### config.mk
export PLATFORM = sky130hd
export DESIGN_NAME = priority_encoder_drain_flat
export DESIGN_NICKNAME = d
export VERILOG_FILES = /design/src/rtl/priority_encoder_drain_if.sv /design/src/rtl/priority_encoder_drain.sv /design/src/flat_wrapper.sv
export SDC_FILE = /design/constraint.sdc
export NUM_CORES = 1
export LEC_CHECK = 0
export ABC_CLOCK_PERIOD_IN_PS = 2200
export CAP_MARGIN = 20
export CORE_MARGIN = 8
export CORE_UTILIZATION = 30
export CTS_CLUSTER_SIZE = 10
export DETAILED_ROUTE_END_ITERATION = 10
export GPL_TIMING_DRIVEN = 1
export PLACE_DENSITY = 0.66
export SLEW_MARGIN = 20
export SYNTH_ARGS = -nofsm -noshare
export SYNTH_HDL_FRONTEND = slang
export SYNTH_SLANG_ARGS = --single-unit
### constraint.sdc
create_clock -name clk -period 2.2 [get_ports clk]
set_input_delay 0.22 -clock clk [delete_from_list [all_inputs] [get_ports clk]]
set_output_delay 0.22 -clock clk [all_outputs]
set_load 0.1 [all_outputs]
### src/rtl/priority_encoder_drain_if.sv
// rtl/priority_encoder_drain_if.sv - handshake bundle for priority_encoder_drain; PENC_COUNT_EN adds out_remaining
interface priority_encoder_drain_if #(
    parameter int N = 8
);
    localparam int W = $clog2(N);

    logic         flush;
    logic         in_valid;
    logic         in_ready;
    logic [N-1:0] in_vec;
    logic         out_valid;
    logic         out_ready;
    logic [W-1:0] out_idx;
    logic         out_last;
    logic         zero_drop;
`ifdef PENC_COUNT_EN
    logic [W:0]   out_remaining;
`endif

    // Block side
    modport slave (
`ifdef PENC_COUNT_EN
        output out_remaining,
`endif
        input  flush, in_valid, in_vec, out_ready,
        output in_ready, out_valid, out_idx, out_last, zero_drop
    );

    // Producer/consumer side
    modport master (
`ifdef PENC_COUNT_EN
        input  out_remaining,
`endif
        output flush, in_valid, in_vec, out_ready,
        input  in_ready, out_valid, out_idx, out_last, zero_drop
    );
endinterface

### src/rtl/priority_encoder_drain.sv
// rtl/priority_encoder_drain.sv - latches a request vector and emits each set index in priority order; PENC_COUNT_EN adds out_remaining
module priority_encoder_drain #(
    parameter int N         = 8,
    parameter int LSB_FIRST = 0
) (
    input  logic                     clk,
    input  logic                     rst_n,
    priority_encoder_drain_if.slave  bus
);
    localparam int W = $clog2(N);
    localparam logic [N-1:0] ONE = {{(N-1){1'b0}}, 1'b1};

    typedef enum logic {IDLE, DRAIN} state_t;

    state_t       state;
    state_t       state_nxt;
    logic [N-1:0] pending;
    logic [N-1:0] clr_mask;
    logic [W-1:0] enc_idx;
    logic         one_left;
    logic         zero_drop_q;
    logic         in_acc;
    logic         out_acc;

    assign in_acc  = bus.in_valid && (state == IDLE);
    assign out_acc = bus.out_ready && (state == DRAIN);

    // Priority-encode the pending vector; only real bit positions can win,
    // so codes >= N never appear for non-power-of-two widths.
    always_comb begin
        enc_idx = '0;
        if (LSB_FIRST != 0) begin
            for (int i = N - 1; i >= 0; i--) begin
                if (pending[i]) enc_idx = W'(i);
            end
        end else begin
            for (int i = 0; i < N; i++) begin
                if (pending[i]) enc_idx = W'(i);
            end
        end
        one_left = (pending != '0) && ((pending & (pending - ONE)) == '0);
        clr_mask = ONE << enc_idx;
    end

    // Next-state logic; flush wins over both handshakes
    always_comb begin
        state_nxt = state;
        if (bus.flush) begin
            state_nxt = IDLE;
        end else begin
            case (state)
                IDLE:    if (bus.in_valid && (bus.in_vec != '0)) state_nxt = DRAIN;
                DRAIN:   if (bus.out_ready && one_left) state_nxt = IDLE;
                default: state_nxt = IDLE;
            endcase
        end
    end

    // State register
    always_ff @(posedge clk or negedge rst_n) begin
        if (!rst_n) state <= IDLE;
        else        state <= state_nxt;
    end

    // Pending vector: load on accept, retire the presented bit on each beat
    always_ff @(posedge clk or negedge rst_n) begin
        if (!rst_n)          pending <= '0;
        else if (bus.flush)  pending <= '0;
        else if (in_acc)     pending <= bus.in_vec;
        else if (out_acc)    pending <= pending & ~clr_mask;
    end

    // One-cycle pulse when an empty vector is swallowed
    always_ff @(posedge clk or negedge rst_n) begin
        if (!rst_n) zero_drop_q <= 1'b0;
        else        zero_drop_q <= !bus.flush && in_acc && (bus.in_vec == '0);
    end

    assign bus.in_ready  = (state == IDLE);
    assign bus.out_valid = (state == DRAIN);
    assign bus.out_idx   = enc_idx;
    assign bus.out_last  = (state == DRAIN) && one_left;
    assign bus.zero_drop = zero_drop_q;

`ifdef PENC_COUNT_EN
    logic [W:0] pop;

    // Population count of what is still owed, current index included
    always_comb begin
        pop = '0;
        for (int i = 0; i < N; i++) begin
            pop = pop + (W + 1)'(pending[i]);
        end
    end

    assign bus.out_remaining = pop;
`endif
endmodule

### src/flat_wrapper.sv
// flat-port wrapper written by rule: the top's interface ports become plain ports
module priority_encoder_drain_flat 
#(
    parameter int N         = 8,
    parameter int LSB_FIRST = 0
)
  (clk, rst_n, bus_flush, bus_in_valid, bus_in_vec, bus_out_ready, bus_in_ready, bus_out_valid, bus_out_idx, bus_out_last, bus_zero_drop);
  priority_encoder_drain_if #(.N(N)) bus_i ();
  input  logic clk;
  input  logic rst_n;
  input wire logic [$bits(bus_i.flush)-1:0] bus_flush;
  input wire logic [$bits(bus_i.in_valid)-1:0] bus_in_valid;
  input wire logic [$bits(bus_i.in_vec)-1:0] bus_in_vec;
  input wire logic [$bits(bus_i.out_ready)-1:0] bus_out_ready;
  output wire logic [$bits(bus_i.in_ready)-1:0] bus_in_ready;
  output wire logic [$bits(bus_i.out_valid)-1:0] bus_out_valid;
  output wire logic [$bits(bus_i.out_idx)-1:0] bus_out_idx;
  output wire logic [$bits(bus_i.out_last)-1:0] bus_out_last;
  output wire logic [$bits(bus_i.zero_drop)-1:0] bus_zero_drop;
  assign bus_i.flush = bus_flush;
  assign bus_i.in_valid = bus_in_valid;
  assign bus_i.in_vec = bus_in_vec;
  assign bus_i.out_ready = bus_out_ready;
  assign bus_in_ready = bus_i.in_ready;
  assign bus_out_valid = bus_i.out_valid;
  assign bus_out_idx = bus_i.out_idx;
  assign bus_out_last = bus_i.out_last;
  assign bus_zero_drop = bus_i.zero_drop;
  priority_encoder_drain #(.N(N), .LSB_FIRST(LSB_FIRST)) u_core (.clk(clk), .rst_n(rst_n), .bus(bus_i));
endmodule
==> results of run 1 <==
what timing repair did:
action | in CTS | in global routing
pin swaps | 0 | 0
setup buffers | 3 | 1
hold buffers | 0 | 0
setup endpoints to repair | 1 | 1
resized for setup | 1 | 1
gates cloned | 0 | 0
cell usage in the layout (no fill, tap or decap):
cell and count:
a211oi_2 1, a21oi_1 5, a21oi_2 1, a22oi_1 2
a22oi_2 1, a31oi_1 1, a32oi_2 1, and2_2 2
and2b_1 1, and2b_2 1, buf_12 2, buf_4 10
clkbuf_4 3, clkbuf_8 1, clkdlybuf4s50_1 12, dfrtp_1 7
dfrtp_2 3, inv_1 4, mux2i_1 2, nand2_1 5
nand3_1 2, nand3b_1 4, nand4_1 1, nor2_1 8
nor2b_1 4, nor3_1 4, nor4_1 2, o211ai_1 2
o21a_1 1, o21ai_0 3, o311ai_0 1, o31ai_1 2
o31ai_2 1, o41ai_1 2, or2_2 1, or4_4 1
xor2_1 1
power by group through the flow:
stage                     Sequential [mW]  Clock, mW  Combinational [mW]
final                               0.213      0.165               0.300
after global routing                0.215      0.185               0.316
after CTS                           0.213      0.170               0.299
after detailed placement            0.218          0               0.291
after global placement              0.217          0               0.289
after floorplan                     0.220          0               0.206
path summary, 6_finish.rpt:
path                                    from                   end  slack (ns)  cells after the start
max in group asynchronous              rst_n     u_core.pending[5]        1.60                      1
setup / recovery           u_core.pending[5]          bus_out_last        0.06                      5
hold / removal                         rst_n  u_core.bus.zero_drop        0.27                      1
setup reg to reg           u_core.pending[5]  u_core.bus.out_valid        0.67                      4
hold reg to reg            u_core.pending[3]     u_core.pending[3]        0.62                      2
min in group clk               bus_in_vec[5]     u_core.pending[5]        0.54                      3
layout make-up:
class	count	area [um2]	area share
Multi-Input combinational cell	63	418	0.421
Timing Repair Buffer	24	235	0.237
Sequential cell	10	254	0.256
Tap cell	28	35.0	0.0353
Inverter	4	15.0	0.0151
Clock buffer	4	36.3	0.0365
logic make-up after synthesis:
family          Yosys count  synth area share
buf+inv                   9            0.0836
simple gates             36             0.279
flops                    10             0.348
mux                       2            0.0279
xor+xnor                  1            0.0122
compound gates           24             0.249
routing by layer:
layer,vias to the layer above,share of wire,GRT usage
met3,4,0.056,0.0395
li1,351,-,-
met2,30,0.49,0.149
met5,-,0,0
met1,339,0.45,0.101
met4,0,0.0065,0.0545
sequential cells by signal (all words and copies together), names as in the netlist:
name,flops
u_core.bus.zero_drop,1
u_core.bus.out_valid,1
u_core.pending,8
==> reports/metrics.yaml, run 1 <==
antenna_left: 0
crit_family: "simple AND/OR/NAND/NOR gates"
worst_slew_pin_slew_ns: 0.531
outcome: "complete, no violations"
fmax_ghz: 0.468
first_global_vias: 711
yosysMostFrequentCell: "dfrtp_1"
hold_viol: 0
dieWidth_um: 64.9
dp_cells: 125
seqPwrFrac: 0.315
design_area_um2: 993
power_frac_comb: 0.442
post_drt_wl_per_cell_um: 13.9
setup_violations: 0
routed_wl_mm: 1.86
clock_skew_ns: 0.00232
relSlewSlack: 0.646
crit_arrival_ns: 1.92
netlist_top_cells_count: "10 x dfrtp_1, 8 x nor2_1, 6 x a21oi_1"
synthTopCellsByArea: "dfrtp_1 35%, a21oi_1 4.2%, nand3b_1 4.2%"
finalSetupTns_ns: 0
p_per_area_nw_per_um2: 682
finalCriticalPeriod_ns: 2.14
synth_seq_cells: 10
maxSlewViolCount: 0
placed_area_um2: 925
avgSynthCellArea_um2: 8.76
crit_fanout: 4
synth_top_area_share: 0.348
floorplan.initialDensity: 0.322
row_count: 17
ys_types: 34
clockRootBuffer: "clkbuf_4"
coreArea_um2: 2230
dr.pass1.iters: 4
vias_per_cell: 5.44
switching_share: 0.405
total_power_mw: 0.677
clk_path_buf_depth: 2
die_height_um: 64.9
setup.worst_path.class: "flip-flop to output pin"
ys_seq_area_frac: 0.348
track_usage: 0.0931
ys_warn_count: 0
portBuffers: 19
finalCritPeriodShare: 0.971
final_util: 0.445
fill_cells: 220
fin_cells: 133
grt_max_degree: 12
h-tree-depth: 1
critPathMaxStageDelay_ns: 0.55
dieArea_um2: 4220
antenna_cells: 0
p_switching_mw: 0.274
p_int_mw: 0.403
vias: 724
synth_top_cell_by_area: "dfrtp_1"
drv_cap: 0
synth_ff_type: "dfrtp_1"
final_nets: 119
cts.reportedPaths.clkPinSlew_ns: 0.07
async_flop_share: 1.00
critPathCaptureType: "output pin"
drc: 0
cts_inserted_buffers: 3
ios: 20
syn_to_final_growth_pct: 38.3
p_leak_nw: 0.401
cp_slowest_cell: "or4_4"
syn_area_um2: 718
hold_class: "input port to asynchronous set/reset pin"
antenna_found_initial: 0
grt_pass1_wl_mm: 3.15
dr.first_iter.drc_count: 16
syn_inst: 82
place.gp.congestion: 0.841
crit_buf_inv: 1
holdWs_ns: 0.266
hpwl_mm: 1.45
required_ns: 1.98
dp_slack_ns: 0.256
drive_above_1_share: 0.276
pwr-share-clk: 0.243
startpoint_type: "flip-flop"
fin_ws_ns: 0.0641
cts_tree: "built"
synth-edff-count: 0
synth_nets: 95
path_cells: "or4_4, a32oi_2, a22oi_2, and2_2, buf_12"
grt_overflow: 0
rsz0062_at_grt: "false"
cts.sinks: 10
irDropWorstVdd_uv: 378
clk_latency_ns: 0.26
(Power assumes the default switching activity.)
==> run 2, diff against run 1 <==
ABC_CLOCK_PERIOD_IN_PS = 1740   (was 2200)
PLACE_DENSITY = 0.62   (was 0.66)
clock period = 1.74 ns   (was 2.2 ns; I/O delays follow)
==> run 2 against run 1 <==
Effect of this change: the flow now finishes with violations (negative setup slack); sequential cell count stayed put; via count is 0.28% higher; utilization is 5.2 points higher; first-iteration DRC count is 31% lower; worst hold slack worse by 0.044 ns; clock-buffer cell count stayed put; clock power hardly changed; non-clock buffer count is 6 higher; critical path type unchanged; largest cell class unchanged.
==> reports/metrics.yaml, run 2 (same netlist as run 1, synthesis figures left out) <==
outcome: "complete, but fails checks"  # was complete, no violations
violations: "negative setup slack"
portBuffers: 19  # unchanged
fin_ws_ns: -0.232  # was 0.0641 ns
p_per_area_nw_per_um2: 800  # was 682 nW/um2
antenna_left: 0  # unchanged
coreArea_um2: 2230  # unchanged
ios: 20  # unchanged
critPathCaptureType: "output pin"  # unchanged
drive_above_1_share: 0.333  # was 0.276
grt_overflow: 0  # unchanged
clock_skew_ns: 0.00976  # was 0.00232 ns
floorplan.initialDensity: 0.322  # unchanged
crit_fanout: 2  # was 4
first_global_vias: 721  # was 711
finalCriticalPeriod_ns: 1.97
largest_reg_flops: 8  # unchanged
antenna_cells: 0  # unchanged
row_count: 17  # unchanged
final_nets: 125  # was 119
fmax_ghz: 0.507
syn_to_final_growth_pct: 54.4  # was 38.3%
mostFrequentLayoutCells: "12 x clkdlybuf4s50_1, 12 x buf_4, 8 x nor2_1, 8 x dfrtp_1, 6 x buf_12"  # was 12 x clkdlybuf4s50_1, 10 x buf_4, 8 x nor2_1, 7 x dfrtp_1
hpwl_mm: 1.56  # was 1.45 mm
dieWidth_um: 64.9  # unchanged
fill_cells: 225  # was 220
maxSlewViolCount: 0  # unchanged
vias_per_cell: 5.22  # was 5.44
cts.reportedPaths.clkPinSlew_ns: 0.07  # about the same
clk_latency_ns: 0.27  # was 0.26 ns
finalCritPeriodShare: 1.13
clk_path_buf_depth: 2  # unchanged
p_leak_nw: 0.443  # was 0.401 nW
dieArea_um2: 4220  # unchanged
design_area_um2: 1110  # was 993 um2
worst_slew_pin_slew_ns: 0.455  # was 0.531 ns
grt_pass1_wl_mm: 3.23  # was 3.15 mm
h-tree-depth: 1  # unchanged
relSlewSlack: 0.696  # was 0.646
reg2regPathDepth: 5  # was 4
drv_cap: 0  # unchanged
setup.worst_path.class: "flip-flop to output pin"  # unchanged
clockRootBuffer: "clkbuf_4"  # unchanged
placed_area_um2: 1080  # was 925 um2
drc: 0  # unchanged
antenna_found_initial: 0  # unchanged
cts_inserted_buffers: 3  # unchanged
regMostFlops: "u_core.pending"  # unchanged
hold_viol: 0  # unchanged
required_ns: 1.57  # was 1.98 ns
rsz0062_at_grt: "true"  # was false
hold_class: "input port to asynchronous set/reset pin"  # unchanged
post_drt_wl_per_cell_um: 13.4  # was 13.9 um
grt_max_degree: 11  # was 12
die_height_um: 64.9  # unchanged
place.gp.congestion: 0.848  # was 0.841
setup_violations: 1  # was 0
vias: 726  # was 724
total_power_mw: 0.887  # was 0.677 mW
dr.pass1.iters: 4  # unchanged
cts_setup_buffers: 0  # was 3
dr.first_iter.drc_count: 11  # was 16
startpoint_type: "flip-flop"  # unchanged
track_usage: 0.0963  # was 0.0931
irDropWorstVdd_uv: 408  # was 378 uV
cts_tree: "built"  # unchanged
routed_wl_mm: 1.86  # about the same
finalSetupTns_ns: -0.232  # was 0 ns
cts.sinks: 10  # unchanged
crit_arrival_ns: 1.80  # was 1.92 ns
run 2: cell types whose count changed in the layout (fill, tap and decap cells not counted), moves of 2 or more:
cell	change
inv_1	-2
buf_4	+2
dfrtp_2	-2
buf_12	+4
run 2: worst paths after layout:
path                              startpoint                    to  slack, ns
min in group clk               bus_in_vec[5]     u_core.pending[5]       0.48
max                        u_core.pending[7]          bus_out_last      -0.23
min reg2reg                u_core.pending[1]     u_core.pending[1]       0.62
min                                    rst_n     u_core.pending[5]       0.22
max in group asynchronous              rst_n  u_core.bus.out_valid       1.17
max reg2reg                u_core.pending[3]     u_core.pending[0]       0.19
run 2: critical path: stages, from the launching register on:
cell and delay [ns]:
dfrtp_1 0.38, or4_4 0.54, a32oi_2 0.20, a22oi_2 0.09
and2_4 0.16, buf_12 0.16
run 2: metrics by stage:
step / utilization / cells / hold slack [ns] / worst slack (ns)
global placement: 0.482 / 135 / 0.517 / 0.0813
detailed placement: 0.482 / 135 / 0.538 / 0.0499
floorplan: - / 82 / -0.122 / -0.199
finish: 0.496 / 139 / 0.221 / -0.232
global route: 0.496 / 139 / 0.253 / -0.298
CTS: 0.494 / 139 / 0.233 / -0.246
run 2: final cells by class:
class	instances	area, um2	share of cell area
inverters	4	18.8	0.0169
well taps	28	35.0	0.0316
clock buffers	4	26.3	0.0237
repair buffers	30	330	0.298
flip-flops and latches	10	255	0.230
multi-input cells	63	443	0.400
run 2: repair_timing:
item	in CTS	in global routing
hold buffers	0	0
gates cloned	0	0
resized for setup	0	4
hold endpoints to repair	0	0
setup endpoints to repair	1	2
pin swaps	0	0
run 2: where the power goes:
group / internal, mW / switching, mW / leakage [nW] / total (mW)
registers: 0.247 / 0.0197 / 0.132 / 0.267
clock network: 0.0884 / 0.0782 / 0.0150 / 0.167
logic: 0.192 / 0.261 / 0.297 / 0.453
total: 0.528 / 0.359 / 0.443 / 0.887
run 2: metal layers:
layer,wire length (um),vias to the layer above,track usage
met3,99,2,0.0292
met5,0,-,0
li1,-,363,-
met2,908,15,0.157
met1,839,346,0.109
met4,16,0,0.0572
